**src/rtl/div_pkg.sv**
```systemverilog
// div_pkg: shared definitions for the EX-stage divider.
//   - op encodings as driven by the decoder on ex_div_unit.op
//   - FSM state encoding for ex_div_unit
//   - RISC-V special-case result constants for the 32-bit datapath
package div_pkg;

    localparam int unsigned DIV_XLEN = 32;

    typedef enum logic [1:0] {
        DIV_OP_DIV  = 2'b00,
        DIV_OP_DIVU = 2'b01,
        DIV_OP_REM  = 2'b10,
        DIV_OP_REMU = 2'b11
    } div_op_e;

    typedef enum logic [1:0] {
        S_IDLE = 2'b00,
        S_CALC = 2'b01,
        S_DONE = 2'b10
    } div_state_e;

    localparam logic [DIV_XLEN-1:0] DIV_QUO_ALL_ONES = 32'hFFFF_FFFF;
    localparam logic [DIV_XLEN-1:0] DIV_INT_MIN      = 32'h8000_0000;

    // DIV/REM are signed (op[0] == 0); REM/REMU return the remainder (op[1] == 1).
    function automatic logic div_op_signed(input logic [1:0] op);
        return ~op[0];
    endfunction

    function automatic logic div_op_rem(input logic [1:0] op);
        return op[1];
    endfunction

endpackage

```
**src/rtl/div_restore_step.sv**
```systemverilog
// div_restore_step: one radix-2 restoring-division iteration (purely combinational).
// Ports:
//   rem      partial remainder, always < divisor for non-zero divisor
//   quo      dividend bits still to be shifted in (MSB first) / quotient bits shifted in
//   divisor  divisor magnitude
//   rem_next next partial remainder
//   quo_next next {dividend, quotient} shift register
module div_restore_step #(
    parameter int unsigned WIDTH = 32
) (
    input  logic [WIDTH-1:0] rem,
    input  logic [WIDTH-1:0] quo,
    input  logic [WIDTH-1:0] divisor,
    output logic [WIDTH-1:0] rem_next,
    output logic [WIDTH-1:0] quo_next
);

    logic [WIDTH:0] shifted;
    logic [WIDTH:0] diff;

    always_comb begin
        shifted = {rem, quo[WIDTH-1]};
        // shifted < 2*divisor, so a WIDTH+1 bit difference carries the borrow in its MSB.
        diff    = shifted - {1'b0, divisor};
        if (!diff[WIDTH]) begin
            rem_next = diff[WIDTH-1:0];
            quo_next = {quo[WIDTH-2:0], 1'b1};
        end else begin
            rem_next = shifted[WIDTH-1:0];
            quo_next = {quo[WIDTH-2:0], 1'b0};
        end
    end

endmodule

```
**src/rtl/ex_div_unit.sv**
```systemverilog
// ex_div_unit: iterative radix-2 restoring divider for the EX stage (DIV/DIVU/REM/REMU).
// Ports:
//   clk, rst       clock, synchronous active-high reset
//   start          EX holds a valid divide/remainder op
//   op             div_op_e encoding
//   src1, src2     dividend, divisor (forwarded operands)
//   flush          EX flush; aborts any operation, beats start and hold
//   hold           downstream stalled; keeps the result presented in DONE
//   stall_req      freeze front of pipe while the divide is being accepted/computed
//   result_valid   result available for EX/MEM capture (DONE only)
//   result         quotient or remainder, 0 when not valid
// Build option: DIV_EARLY_OUT_EN sends divide-by-zero and signed overflow straight
// from IDLE to DONE; otherwise those cases run the full iteration and are fixed up.
module ex_div_unit
    import div_pkg::*;
#(
    parameter int unsigned WIDTH = DIV_XLEN
) (
    input  logic             clk,
    input  logic             rst,
    input  logic             start,
    input  logic [1:0]       op,
    input  logic [WIDTH-1:0] src1,
    input  logic [WIDTH-1:0] src2,
    input  logic             flush,
    input  logic             hold,
    output logic             stall_req,
    output logic             result_valid,
    output logic [WIDTH-1:0] result
);

    localparam int unsigned      CntW      = $clog2(WIDTH);
    localparam logic [CntW-1:0]  LastCount = CntW'(WIDTH - 1);

    div_state_e       state_q;
    logic [CntW-1:0]  count_q;
    logic [WIDTH-1:0] rem_q, quo_q, dvs_q;
    logic             neg_quo_q, neg_rem_q, is_rem_q, div_zero_q;
    logic             result_valid_q;
    logic [WIDTH-1:0] result_q;

    logic             is_signed, src1_neg, src2_neg, in_div_zero;
    logic [WIDTH-1:0] src1_mag, src2_mag;
    logic [WIDTH-1:0] rem_next, quo_next;

    always_comb begin
        is_signed   = div_op_signed(op);
        src1_neg    = is_signed & src1[WIDTH-1];
        src2_neg    = is_signed & src2[WIDTH-1];
        // INT_MIN negates to itself, which read unsigned is the correct magnitude.
        src1_mag    = src1_neg ? (~src1 + 1'b1) : src1;
        src2_mag    = src2_neg ? (~src2 + 1'b1) : src2;
        in_div_zero = (src2 == '0);
    end

`ifdef DIV_EARLY_OUT_EN
    localparam logic [WIDTH-1:0] IntMin = {1'b1, {(WIDTH-1){1'b0}}};

    logic             in_ovf;
    logic [WIDTH-1:0] early_res;

    always_comb begin
        in_ovf = is_signed & (src1 == IntMin) & (src2 == '1);
        if (div_op_rem(op)) begin
            early_res = in_div_zero ? src1 : '0;
        end else begin
            early_res = in_div_zero ? '1 : IntMin;
        end
    end
`endif

    div_restore_step #(
        .WIDTH (WIDTH)
    ) u_step (
        .rem      (rem_q),
        .quo      (quo_q),
        .divisor  (dvs_q),
        .rem_next (rem_next),
        .quo_next (quo_next)
    );

    // Divide-by-zero leaves |src1| in the remainder naturally, so only the quotient needs
    // overriding. Signed overflow falls out of the magnitude path unchanged.
    function automatic logic [WIDTH-1:0] sign_fix(
        input logic [WIDTH-1:0] quo_mag,
        input logic [WIDTH-1:0] rem_mag,
        input logic             neg_quo,
        input logic             neg_rem,
        input logic             want_rem,
        input logic             div_zero
    );
        if (want_rem) begin
            return neg_rem ? (~rem_mag + 1'b1) : rem_mag;
        end
        if (div_zero) begin
            return '1;
        end
        return neg_quo ? (~quo_mag + 1'b1) : quo_mag;
    endfunction

    always_ff @(posedge clk) begin
        if (rst) begin
            state_q        <= S_IDLE;
            count_q        <= '0;
            result_valid_q <= 1'b0;
            result_q       <= '0;
        end else if (flush) begin
            state_q        <= S_IDLE;
            count_q        <= '0;
            result_valid_q <= 1'b0;
            result_q       <= '0;
        end else begin
            case (state_q)
                S_IDLE: begin
                    if (start) begin
                        rem_q      <= '0;
                        quo_q      <= src1_mag;
                        dvs_q      <= src2_mag;
                        neg_quo_q  <= src1_neg ^ src2_neg;
                        neg_rem_q  <= src1_neg;
                        is_rem_q   <= div_op_rem(op);
                        div_zero_q <= in_div_zero;
                        count_q    <= '0;
`ifdef DIV_EARLY_OUT_EN
                        if (in_div_zero || in_ovf) begin
                            state_q        <= S_DONE;
                            result_valid_q <= 1'b1;
                            result_q       <= early_res;
                        end else begin
                            state_q <= S_CALC;
                        end
`else
                        state_q <= S_CALC;
`endif
                    end
                end
                S_CALC: begin
                    rem_q <= rem_next;
                    quo_q <= quo_next;
                    if (count_q == LastCount) begin
                        state_q        <= S_DONE;
                        result_valid_q <= 1'b1;
                        result_q       <= sign_fix(quo_next, rem_next, neg_quo_q, neg_rem_q,
                                                   is_rem_q, div_zero_q);
                    end else begin
                        count_q <= count_q + 1'b1;
                    end
                end
                S_DONE: begin
                    // start is still high for the finished instruction; never restart here.
                    if (!hold) begin
                        state_q        <= S_IDLE;
                        result_valid_q <= 1'b0;
                        result_q       <= '0;
                    end
                end
                default: begin
                    state_q        <= S_IDLE;
                    result_valid_q <= 1'b0;
                    result_q       <= '0;
                end
            endcase
        end
    end

    always_comb begin
        stall_req = ((state_q == S_IDLE) && start && !flush) || (state_q == S_CALC);
    end

    assign result_valid = result_valid_q;
    assign result       = result_q;

endmodule

```
**config.mk**
```make
export PLATFORM = sky130hd
export DESIGN_NAME = ex_div_unit
export DESIGN_NICKNAME = d
export VERILOG_FILES = /design/src/rtl/div_pkg.sv /design/src/rtl/div_restore_step.sv /design/src/rtl/ex_div_unit.sv
export SDC_FILE = /design/constraint.sdc
export NUM_CORES = 1
export LEC_CHECK = 0
export ABC_AREA = 1
export CAP_MARGIN = 20
export CORE_ASPECT_RATIO = 0.9
export CORE_UTILIZATION = 45
export DETAILED_ROUTE_END_ITERATION = 8
export PLACE_DENSITY_LB_ADDON = 0.3
export REMOVE_ABC_BUFFERS = 1
export SLEW_MARGIN = 20
export SYNTH_ARGS = -nofsm -noshare
export SYNTH_HDL_FRONTEND = slang
export SYNTH_SLANG_ARGS = --single-unit
```
**constraint.sdc**
```tcl
create_clock -name clk -period 14.7 [get_ports clk]
set_clock_uncertainty 0.2 [all_clocks]
set_input_delay 2.94 -clock clk [delete_from_list [all_inputs] [get_ports clk]]
set_output_delay 2.94 -clock clk [all_outputs]
set_load 0.03 [all_outputs]
```
# Yosys cells after proc, flatten, opt, wreduce, memory -nomap -nowiden

Cells that the tools add are included.

Bits in registers: 140
Output and inout bits: 34
Logic and storage cells: 86

Add/sub/neg operators: 6
Mux-type cells: 38
Reduce and logical (&&, ||, !) cells: 13
Bitwise logic cells: 11
Equal/unequal tests: 7

Operators with widths:

| cell                    | number |
|---|---|
| $mux W32                | 13 |
| $add A32 B1 Y32 const B | 4 |
| $not A32 Y32            | 4 |
| $pmux W32 S2            | 2 |
| $pmux W32 S3            | 1 |
| $sub A33 B32 Y33        | 1 |
| $logic_not A32 Y1       | 1 |
| $mux W1                 | 14 |
| $mux W5                 | 2 |
| $pmux W5 S2             | 1 |
| $reduce_and A3 Y1       | 3 |
| $ne A2 B2 Y1 const B    | 4 |
| $reduce_and A4 Y1       | 2 |
| $mux W2                 | 3 |
| $pmux W2 S3             | 1 |
| $add A5 B1 Y5 const B   | 1 |
| $eq A5 B5 Y1 const B    | 1 |
| $not A1 Y1              | 4 |
| $pmux W1 S3             | 1 |
| $and A1 B1 Y1           | 2 |
| $eq A2 B1 Y1 const B    | 1 |
| $eq A2 B2 Y1 const B    | 1 |
| $logic_and A1 B1 Y1     | 2 |
| $logic_not A2 Y1        | 1 |
| other kinds (5)         | 5 |

# Logic depth before layout (Yosys ltp)

Gate-level depths: netlist of run 1.

Depth in word-level cells: 14
Mapped depth: 33

# Hierarchy

From an unflattened synthesis of run 1, not the netlist that was laid out.

Cells, all modules: 1952
Area, all modules: 12329.3 µm²

By module, submodules not included:

| module           | cells an instance | area an instance (µm²) | seq. area each (µm²) | instances |
|---|---|---|---|---|
| ex_div_unit      | 1241              | 8946.1                 | 3803.6               | 1 |
| div_restore_step | 711               | 3383.2                 | 0.0                  | 1 |

# Least setup slack after synthesis of run 1

No wires, ideal clock.

Path type: input port to flip-flop
From: in flush
To: reg quo_q[0], enable pin
Stages on the path: 4
Required time: 13.993 ns
Data arrival time: 6.612 ns
Setup slack: 7.381 ns
Cells stage by stage: nor2_1 inv_2 buf_1 a21oi_1

Cells in the longest elaborated chain, start to end: 2

RTL lines:

| element                     | RTL line           | source |
|---|---|---|
| from (decl)                 | ex_div_unit.sv:25  | `input logic flush,` |
| $not A1 Y1 (no line)        | n/a                |  |
| $reduce_and A4 Y1 (no line) | n/a                |  |
| to (signal assigned)        | ex_div_unit.sv:117 | `quo_q <= src1_mag;` |
| to (signal assigned)        | ex_div_unit.sv:139 | `quo_q <= quo_next;` |
| to (decl)                   | ex_div_unit.sv:37  | `logic [WIDTH-1:0] rem_q, quo_q, dvs_q;` |

No other way between the ends.
A chain may end at the register's enable or synchronous reset.

# Final worst setup path of run 1

From: in start
To: out stall_req

Cells in the longest elaborated chain, start to end: 3

RTL lines:

| element                           | RTL line           | source |
|---|---|---|
| from (decl)                       | ex_div_unit.sv:21  | `input logic start,` |
| $logic_and A1 B1 Y1 (2 in series) | ex_div_unit.sv:167 | `stall_req = ((state_q == S_IDLE) && start && !flush) \|\| (state_q == S_CALC);` |
| $logic_or A1 B1 Y1                | ex_div_unit.sv:167 |  |
| to (decl)                         | ex_div_unit.sv:27  | `output logic stall_req,` |

No other way between the ends.

==> flow_summary.toml, run 1 <==
[status]
outcome = "finished clean"

[pwr]
powerDensity_mw_per_mm2 = 82.6
p_sw_uw = 370
p_int_uw = 787
ir_worst_vdd_mv = 0.0795
netSwitchingFraction_pct = 32.0
p_clk_share_pct = 39.5
cellLeakagePower_uw = 0.00637
pwr-share-comb_pct = 21.5
seqPwrFrac_pct = 39.0

[floorplanning]
initial_core_util_pct = 46.0
rows = 56
io_pins = 105
core_sq_mm = 0.0262
die_h_um = 157
dieArea_sq_mm = 0.0274
die_w_um = 174

[synthesis]
synth_seq_cells = 140
ys_types = 46
netlist_area_sq_mm = 0.0120
synthCells = 1867
synth_top_area_share_pct = 24.9
async_flop_share_pct = 0
synth_sequential_area_ratio_pct = 31.6
yosys_warnings = 0
synth_top_area_cell = "edfxtp_1"
avgSynthCellArea_sq_um = 6.45
yosysMostFrequentCell = "nand2_1"
synth.area.top_cells = "edfxtp_1 25%, nand2_1 19%, inv_1 8.1%"
yosys-top-cells-count = "613 x nand2_1, 260 x inv_1, 184 x nor2_1, 155 x nand3_1, 100 x edfxtp_1"
synth-edff-count = 100
yosys_most_used_dff = "edfxtp_1"

[grt]
grt_first_pass_wirelength_um = 54900
grt_usage_pct = 25.4
grt_pass1_vias = 10900
grt_overflow = 0
grt_max_degree = 65
grt_antenna_before_repair = 0

[setup_path]
crit_required_ns = 11.56
worst_setup_path_start_kind = "input port"
cp_max_fo = 5
critPathArrivalTime_ns = 4.48
endpoint_kind = "output port"
path_class = "input port to output port"

[placement]
hpwl_um = 26700
routabilityCongestion = 0.938
place_area_sq_mm = 0.0134
io_buffers = 104

[sta]
finalMaxSlewViolations = 0
max_freq_mhz = 131
fin_crit_sh_pct = 51.9
setup_viol = 0
fin_tns_setup_ns = 0
rsz0062_at_grt = "no"
hold_viol_final = 0
slew_headroom_pct = 34.3
tightest_slew_ns = 0.982
period_minus_slack_ns = 7.62

[clock_tree]
ctsHoldBuffers = 0
cts.sinks = 140
cts_tree = "done"
postCtsSetupRepairBufs = 0
clock_latency_ns = 0.44
clock_path_buffers = 2
clkTransAtPathRegs_ns = 0.07
cts-root-buf = "clkbuf_16"
cts_resized = 0
htree_levels = 4
numCtsBuffers = 17

[flow_run]
cap_violations = 0

[routing]
drt_iter0_drc = 985
via_count = 12000
drt.antenna.violating_nets = 0
drt-total-wl_um = 34200
via_per_inst = 5.20
drc_errors = 0
post_drt_wl_per_cell_um = 14.8
dr.pass1.iters = 8

[finish]
finalNetCount = 2061
antenna_cells = 0
stdcell_area_sq_mm = 0.0140
drive_above_1_share_pct = 6.26
area_growth_pct = 16.3

[worst_hold_path]
worstHoldPathType = "flip-flop to flip-flop"
## cell type report
class / instances / area [sq um]
flip-flops and latches: 140 / 3800
well taps: 348 / 435
multi-input cells: 1409 / 7010
fillers: 2663 / 12200
repair buffers: 115 / 1140
inverters: 268 / 1010
clock inverters: 15 / 178
clock buffers: 17 / 425
## critical path, stage by stage
cell	delay, ns
clkdlybuf4s50_1	0.47
nand2_1	0.19
o21ai_0	0.20
clkdlybuf4s50_1	0.69
## path summary, 6_finish.rpt
path,start,slack [ns],depth (start not counted),end
worst max-delay path,start,7.08,4,stall_req
worst min-delay path,result[24],0.27,2,result[24]
worst max register to register,quo_q[31],9.12,31,result[26]
worst min register to register,result[24],0.27,2,result[24]
## power groups by stage
stage	logic, uW	clock network, uW	registers (uW)
2_1_floorplan	163	0	461
3_3_place_gp	242	0	459
3_5_place_dp	246	0	459
4_1_cts	248	461	451
5_1_grt	280	476	452
6_report	249	457	451
## metal layers
metal / GRT usage (%) / up-vias / part of all wire, %
met1: 35.4 / 5481 / 46
met2: 40.8 / 359 / 45
li1: - / 6152 / -
met3: 4.28 / 30 / 7.3
met4: 5.89 / 0 / 1.3
met5: 0 / - / 0
## state kept, by name, indices dropped and copies added, names as in the netlist
| register | cells |
|---|---|
| count_q | 5 |
| div_zero_q | 1 |
| dvs_q | 32 |
| is_rem_q | 1 |
| neg_quo_q | 1 |
| neg_rem_q | 1 |
| quo_q | 32 |
| rem_q | 32 |
| result | 32 |
| result_valid | 1 |
| state_q | 2 |
## logic make-up after synthesis
group                      count (synthesis)  share of synthesized area (%)
and+or+nand+nor                         1092                           38.8
adders and majority gates                 39                           4.11
buffers and inverters                    318                           10.5
DFF                                      140                           31.6
xor gates and xnor gates                  81                           5.89
AOI/OAI and AO/OA                        197                           9.09
## metrics by stage
step                      std cells  hold slack, ns  utilization (%)  total power (uW)  setup WS (ns)
after CTS                      2311           0.269             53.3              1160           7.07
after global placement         2279           0.255             51.0               701           7.12
final                          2312           0.266             53.4              1160           7.08
after detailed placement       2279           0.258             51.0               706           7.07
after floorplan                1817           0.276                -               623           7.15
after global routing           2312           0.284             53.4              1210           6.96
## cells in the final DEF, fill, tap and decap left out, types with 11 or more instances in the layout
cell type / Yosys / routed
a21oi_1: 70 / 69
clkbuf_16: 0 / 17
clkdlybuf4s50_1: 0 / 104
dfxtp_1: 40 / 40
edfxtp_1: 100 / 100
ha_1: 38 / 38
inv_1: 260 / 260
nand2_1: 613 / 613
nand2_2: 32 / 32
nand3_1: 155 / 155
nand4_1: 23 / 23
nor2_1: 184 / 180
nor2_2: 12 / 14
nor3_1: 32 / 32
o211ai_1: 11 / 11
o21ai_0: 80 / 80
xnor2_1: 37 / 37
xor2_1: 44 / 44
Power figures use the tool's default switching activity.
==> run 2, diff against run 1 <==
- clock period: 14.7 -> 7.3 ns (I/O delays scaled with it)
==> run 2 against run 1 <==
- first-iteration DRC count rose by 16%
- die area did not move
- routed wire length rose by 3.2%
- setup slack got worse by 5.0 ns
- register-to-register slack got worse by 7.0 ns
- clock power rose by 100%
- count of clock-buffer cells in the layout did not move
==> flow_summary.toml, run 2 (synthesis gave the netlist of run 1 again) <==
[floorplanning]
io_pins = 105
die_h_um = 157
rows = 56
die_w_um = 174
core_sq_mm = 0.0262
initial_core_util_pct = 46.0
dieArea_sq_mm = 0.0274

[routing]
drc_errors = 0
wl_met2_um = 15900
drt_iter0_drc = 1139
post_drt_wl_per_cell_um = 15.2
highest_layer = "met4"
via_per_inst = 5.26
drt.antenna.violating_nets = 0
wl_met3_um = 2630
dr.pass1.iters = 6
wl_met1_um = 16100
via_count = 12200
drt-total-wl_um = 35300

[setup_path]
slowest_delay_ns = 0.45
cp_max_fo = 41
path_class = "flip-flop to flip-flop"
endpoint_kind = "flip-flop"
crit_required_ns = 7.39
critPathSlowestCell = "o21ai_0"
timing.rr.start = "quo_q[31]"
startpoint = "quo_q[31]"
worst_setup_path_start_kind = "flip-flop"
critPathArrivalTime_ns = 5.27

[worst_hold_path]
hp-start = "result[9]"
worstHoldPathType = "flip-flop to flip-flop"

[sta]
hold_viol_final = 0
setup_viol = 0
period_minus_slack_ns = 5.18
hold_ws_ns = 0.272
worst_slack_ns = 2.12
tightest_slew_ns = 0.991
rsz0062_at_grt = "no"
slew_headroom_pct = 33.9
fin_crit_sh_pct = 71.0
finalMaxSlewViolations = 0
max_freq_mhz = 193
fin_tns_setup_ns = 0

[pwr]
ir_worst_vdd_mv = 0.193
powerDensity_mw_per_mm2 = 167
cellLeakagePower_uw = 0.00638

[clock_tree]
clkTransAtPathRegs_ns = 0.06
cts_resized = 0
cts.sinks = 140
clock_latency_ns = 0.44
postCtsSetupRepairBufs = 0
clock_path_buffers = 2
htree_levels = 4
cts-root-buf = "clkbuf_16"
cts_tree = "done"
ctsHoldBuffers = 0
numCtsBuffers = 17

[grt]
grt_antenna_before_repair = 1
grt_first_pass_wirelength_um = 56400
grt_pass1_vias = 11300
grt_overflow = 0
grt_max_degree = 61
grt_usage_pct = 26.1

[finish]
final_util_pct = 53.5
area_growth_pct = 16.3
drive_above_1_share_pct = 6.31
layout_common_cells = "613 x nand2_1, 260 x inv_1, 180 x nor2_1, 155 x nand3_1, 104 x clkdlybuf4s50_1"
fill_cells = 2621
finalNetCount = 2062
layout_commonest_cell = "nand2_1"

[placement]
hpwl_um = 27700
routabilityCongestion = 0.936
io_buffers = 104
dpl_worst_slack_ns = 2.22

[status]
outcome = "finished clean"

[flow_run]
cap_violations = 0
[run 2: cell types whose count changed in the layout (fill, tap and decap cells not counted)]
cell      change
inv_6         -2
buf_4         +1
clkinv_4      +1
diode_2       +1
inv_8         +1
o21ai_2       +1
o21ai_4       -1
[run 2: power by group]
group | internal (uW) | leakage (uW) | switching, uW | total, uW
Sequential | 887 | 0.00125 | 20.5 | 907
Clock | 518 | 0.000295 | 404 | 922
Combinational | 180 | 0.00483 | 327 | 507
Total | 1580 | 0.00638 | 752 | 2340
[run 2: area by class of cell]
| cell class | count | area, sq um | area share, % |
|---|---|---|---|
| antenna | 1 | 2.50 | 0.0179 |
| clock buffer | 17 | 425 | 3.04 |
| clock inverter | 15 | 180 | 1.29 |
| inverter | 268 | 1010 | 7.18 |
| multi-input combinational | 1409 | 7010 | 50.0 |
| sequential | 140 | 3800 | 27.1 |
| tap | 348 | 435 | 3.11 |
| timing repair buffer | 116 | 1150 | 8.22 |
[run 2: path summary, 6_finish.rpt]
check / endpoint / slack (ns) / cells after the start
worst max-delay path: result[26] / 2.12 / 31
worst min-delay path: result[9] / 0.27 / 2
worst max register to register: result[26] / 2.12 / 31
worst min register to register: result[9] / 0.27 / 2
[run 2: layer usage]
layer,up-vias,global-route usage (%)
li1,6142,-
met3,40,5.22
met2,402,42.2
met1,5582,35.4
met5,-,0
met4,0,7.02
[run 2: per-stage QoR]
stage,instance area (sq um),total power (uW),cells
5_1_grt,14000,2440,2313
3_5_place_dp,13400,1420,2280
3_3_place_gp,13400,1420,2280
4_1_cts,14000,2340,2312
6_report,14000,2340,2314
2_1_floorplan,11800,1250,1817
[run 2: critical path: cells and delay by family (launching register included)]
kind / cells / cell delay (ns)
flip-flops: 1 / 0.34
buffers and inverters: 4 / 0.23
AND/OR/NAND/NOR: 21 / 2.58
adder cells (fa/ha/maj): 3 / 0.88
AO/OA/AOI/OAI: 3 / 0.80
==> run 3, diff against run 2 <==
- clock period: 7.3 -> 4.77 ns (I/O delays scaled with it)
==> run 3 against run 2 <==
- die area did not move
- sequential power rose by 53%
- routed wire length fell by 0.16%
- global-route usage fell by 0.065 points
- clock power rose by 59%
- power rose by 56%
- register-to-register slack got worse by 1.7 ns
- critical path depth fell by 4
- worst hold slack got worse by 0.0061 ns
- design area rose by 0.55%
- critical endpoint is now result[30]
- count of clock-buffer cells in the layout rose by 3
- non-clock buffer count rose by 7
==> flow_summary.toml, run 3 (synthesis gave the netlist of run 1 again) <==
[status]
outcome = "finished clean"

[floorplanning]
initial_core_util_pct = 46.0
die_h_um = 157
core_sq_mm = 0.0262
io_pins = 105
rows = 56
dieArea_sq_mm = 0.0274
die_w_um = 174

[sta]
period_minus_slack_ns = 4.32
rsz0062_at_grt = "no"
max_freq_mhz = 232
fin_crit_sh_pct = 90.5
setup_viol = 0
tightest_slew_ns = 0.824
hold_viol_final = 0
finalMaxSlewViolations = 0
slew_headroom_pct = 44.5

[setup_path]
critPathArrivalTime_ns = 4.40
crit_required_ns = 4.85
cp_max_fo = 40
worst_setup_path_start_kind = "flip-flop"
path_class = "flip-flop to flip-flop"
ff2ff_setup_slack_ns = 0.45
reg2reg_to = "result[30]"
timing.rr.start = "quo_q[31]"
reg2reg_depth = 27
endpoint_kind = "flip-flop"

[finish]
final_util_pct = 53.8
drive_above_1_share_pct = 6.69
layout_common_cells = "613 x nand2_1, 260 x inv_1, 180 x nor2_1, 155 x nand3_1, 104 x clkdlybuf4s50_1"
stdcell_area_sq_mm = 0.0141
antenna_cells = 0
area_growth_pct = 17.0
layout_commonest_cell = "nand2_1"
finalNetCount = 2069

[clock_tree]
postCtsSetupRepairBufs = 0
clock_latency_ns = 0.44
cts.sinks = 140
htree_levels = 4
cts-root-buf = "clkbuf_16"
cts_tree = "done"
numCtsBuffers = 17
clock_path_buffers = 2
clkTransAtPathRegs_ns = 0.06

[placement]
place_area_sq_mm = 0.0134
hpwl_um = 27300
routabilityCongestion = 0.937
io_buffers = 104

[grt]
grt_antenna_before_repair = 1
grt_max_degree = 62
grt_usage_pct = 26.0
grt_overflow = 0
grt_first_pass_wirelength_um = 55900
grt_pass1_vias = 11000

[pwr]
cellLeakagePower_uw = 0.00642
pwr-share-comb_pct = 21.4
powerDensity_mw_per_mm2 = 258
p_clk_share_pct = 40.4
seqPwrFrac_pct = 38.2
netSwitchingFraction_pct = 30.3
p_int_uw = 2530
ir_worst_vdd_mv = 0.240
fin_total_pwr_uw = 3630
p_sw_uw = 1100

[routing]
drc_errors = 0
drt-total-wl_um = 35200
dr.pass1.iters = 6
via_per_inst = 5.23
via_count = 12100
post_drt_wl_per_cell_um = 15.2
drt_iter0_drc = 1173
drt.antenna.violating_nets = 0

[worst_hold_path]
hp-start = "result[27]"
hold_end = "result[27]"
whs_path_depth = 2
worstHoldPathType = "flip-flop to flip-flop"

[flow_run]
cap_violations = 0
==> run 3: changes by cell type in the layout (fill, tap and decap cells not counted), moves of 2 or more <==
cell and delta:
buf_4 +8, clkbuf_16 +2, clkinv_2 +2, clkinv_4 -2
clkinvlp_4 +3, inv_8 -5, o21ai_0 -2, o21ai_1 +2
==> run 3: worst max path at each step <==
stage | from | endpoint | slack [ns] | cells after the start
6_report | quo_q[31] | result[30] | 0.45 | 27
5_1_grt | quo_q[31] | result[28] | 0.06 | 30
4_1_cts | quo_q[31] | result[26] | 0.38 | 31
3_5_place_dp | src2[0] | dvs_q[30] | 0.20 | 15
3_3_place_gp | src2[0] | dvs_q[30] | 0.31 | 15
2_1_floorplan | state_q[0] | quo_q[0] | -2.78 | 4
==> run 3: area by class of cell <==
class,instances,area (sq um)
clock buffers,20,489
multi-input cells,1409,7010
inverters,268,1010
repair buffers,123,1180
flip-flops and latches,140,3800
well taps,348,435
fillers,2604,12100
clock inverters,12,156
==> run 3: repair_timing <==
action,in CTS,in global routing
resized for setup,0,3
endpoints found under the setup margin,0,3
endpoints found under the hold margin,0,0
hold buffers,0,0
==> run 3: power by group through the flow <==
stage               Combinational (uW)  Clock (uW)  Sequential (uW)
floorplan                          501           0             1420
global placement                   756           0             1410
detailed placement                 769           0             1410
CTS                                774        1480             1390
global route                       873        1530             1390
finish                             779        1470             1390
==> run 3: per-layer routing <==
layer	up-vias	part of all wire (%)	GRT usage [%]
li1	6164	-	-
met1	5554	47	36.1
met2	389	45	42.3
met3	34	6.5	3.82
met4	0	1.6	6.77
met5	-	0	0
==> run 3: through the flow <==
step / std cells / TNS, ns / setup WS, ns / hold WS, ns
2_1_floorplan: 1817 / -220.77 / -2.78 / 0.276
3_3_place_gp: 2288 / 0 / 0.306 / 0.257
3_5_place_dp: 2288 / 0 / 0.201 / 0.259
4_1_cts: 2320 / 0 / 0.382 / 0.268
5_1_grt: 2320 / 0 / 0.0597 / 0.288
6_report: 2320 / 0 / 0.454 / 0.266
==> run 3: critical path, cell delays in order, from the launching register on <==
cell and delay (ns):
edfxtp_1 0.34, inv_1 0.05, ha_1 0.21, fa_1 0.41, inv_1 0.10, nand2_1 0.05, nand2_1 0.10, nand3_1 0.09
nand2_2 0.12, nand2_2 0.08, nand2_4 0.07, nand2_4 0.07, nand2_4 0.08, nand2_4 0.10, nand2_4 0.09, buf_4 0.40
o21ai_1 0.17, inv_1 0.11, ha_1 0.17, nand2_1 0.08, nor2_2 0.14, nand2_2 0.13, nand2_1 0.12, nand3_1 0.24
o21ai_0 0.24, nand3_1 0.09, nand2_1 0.07, a21oi_1 0.05
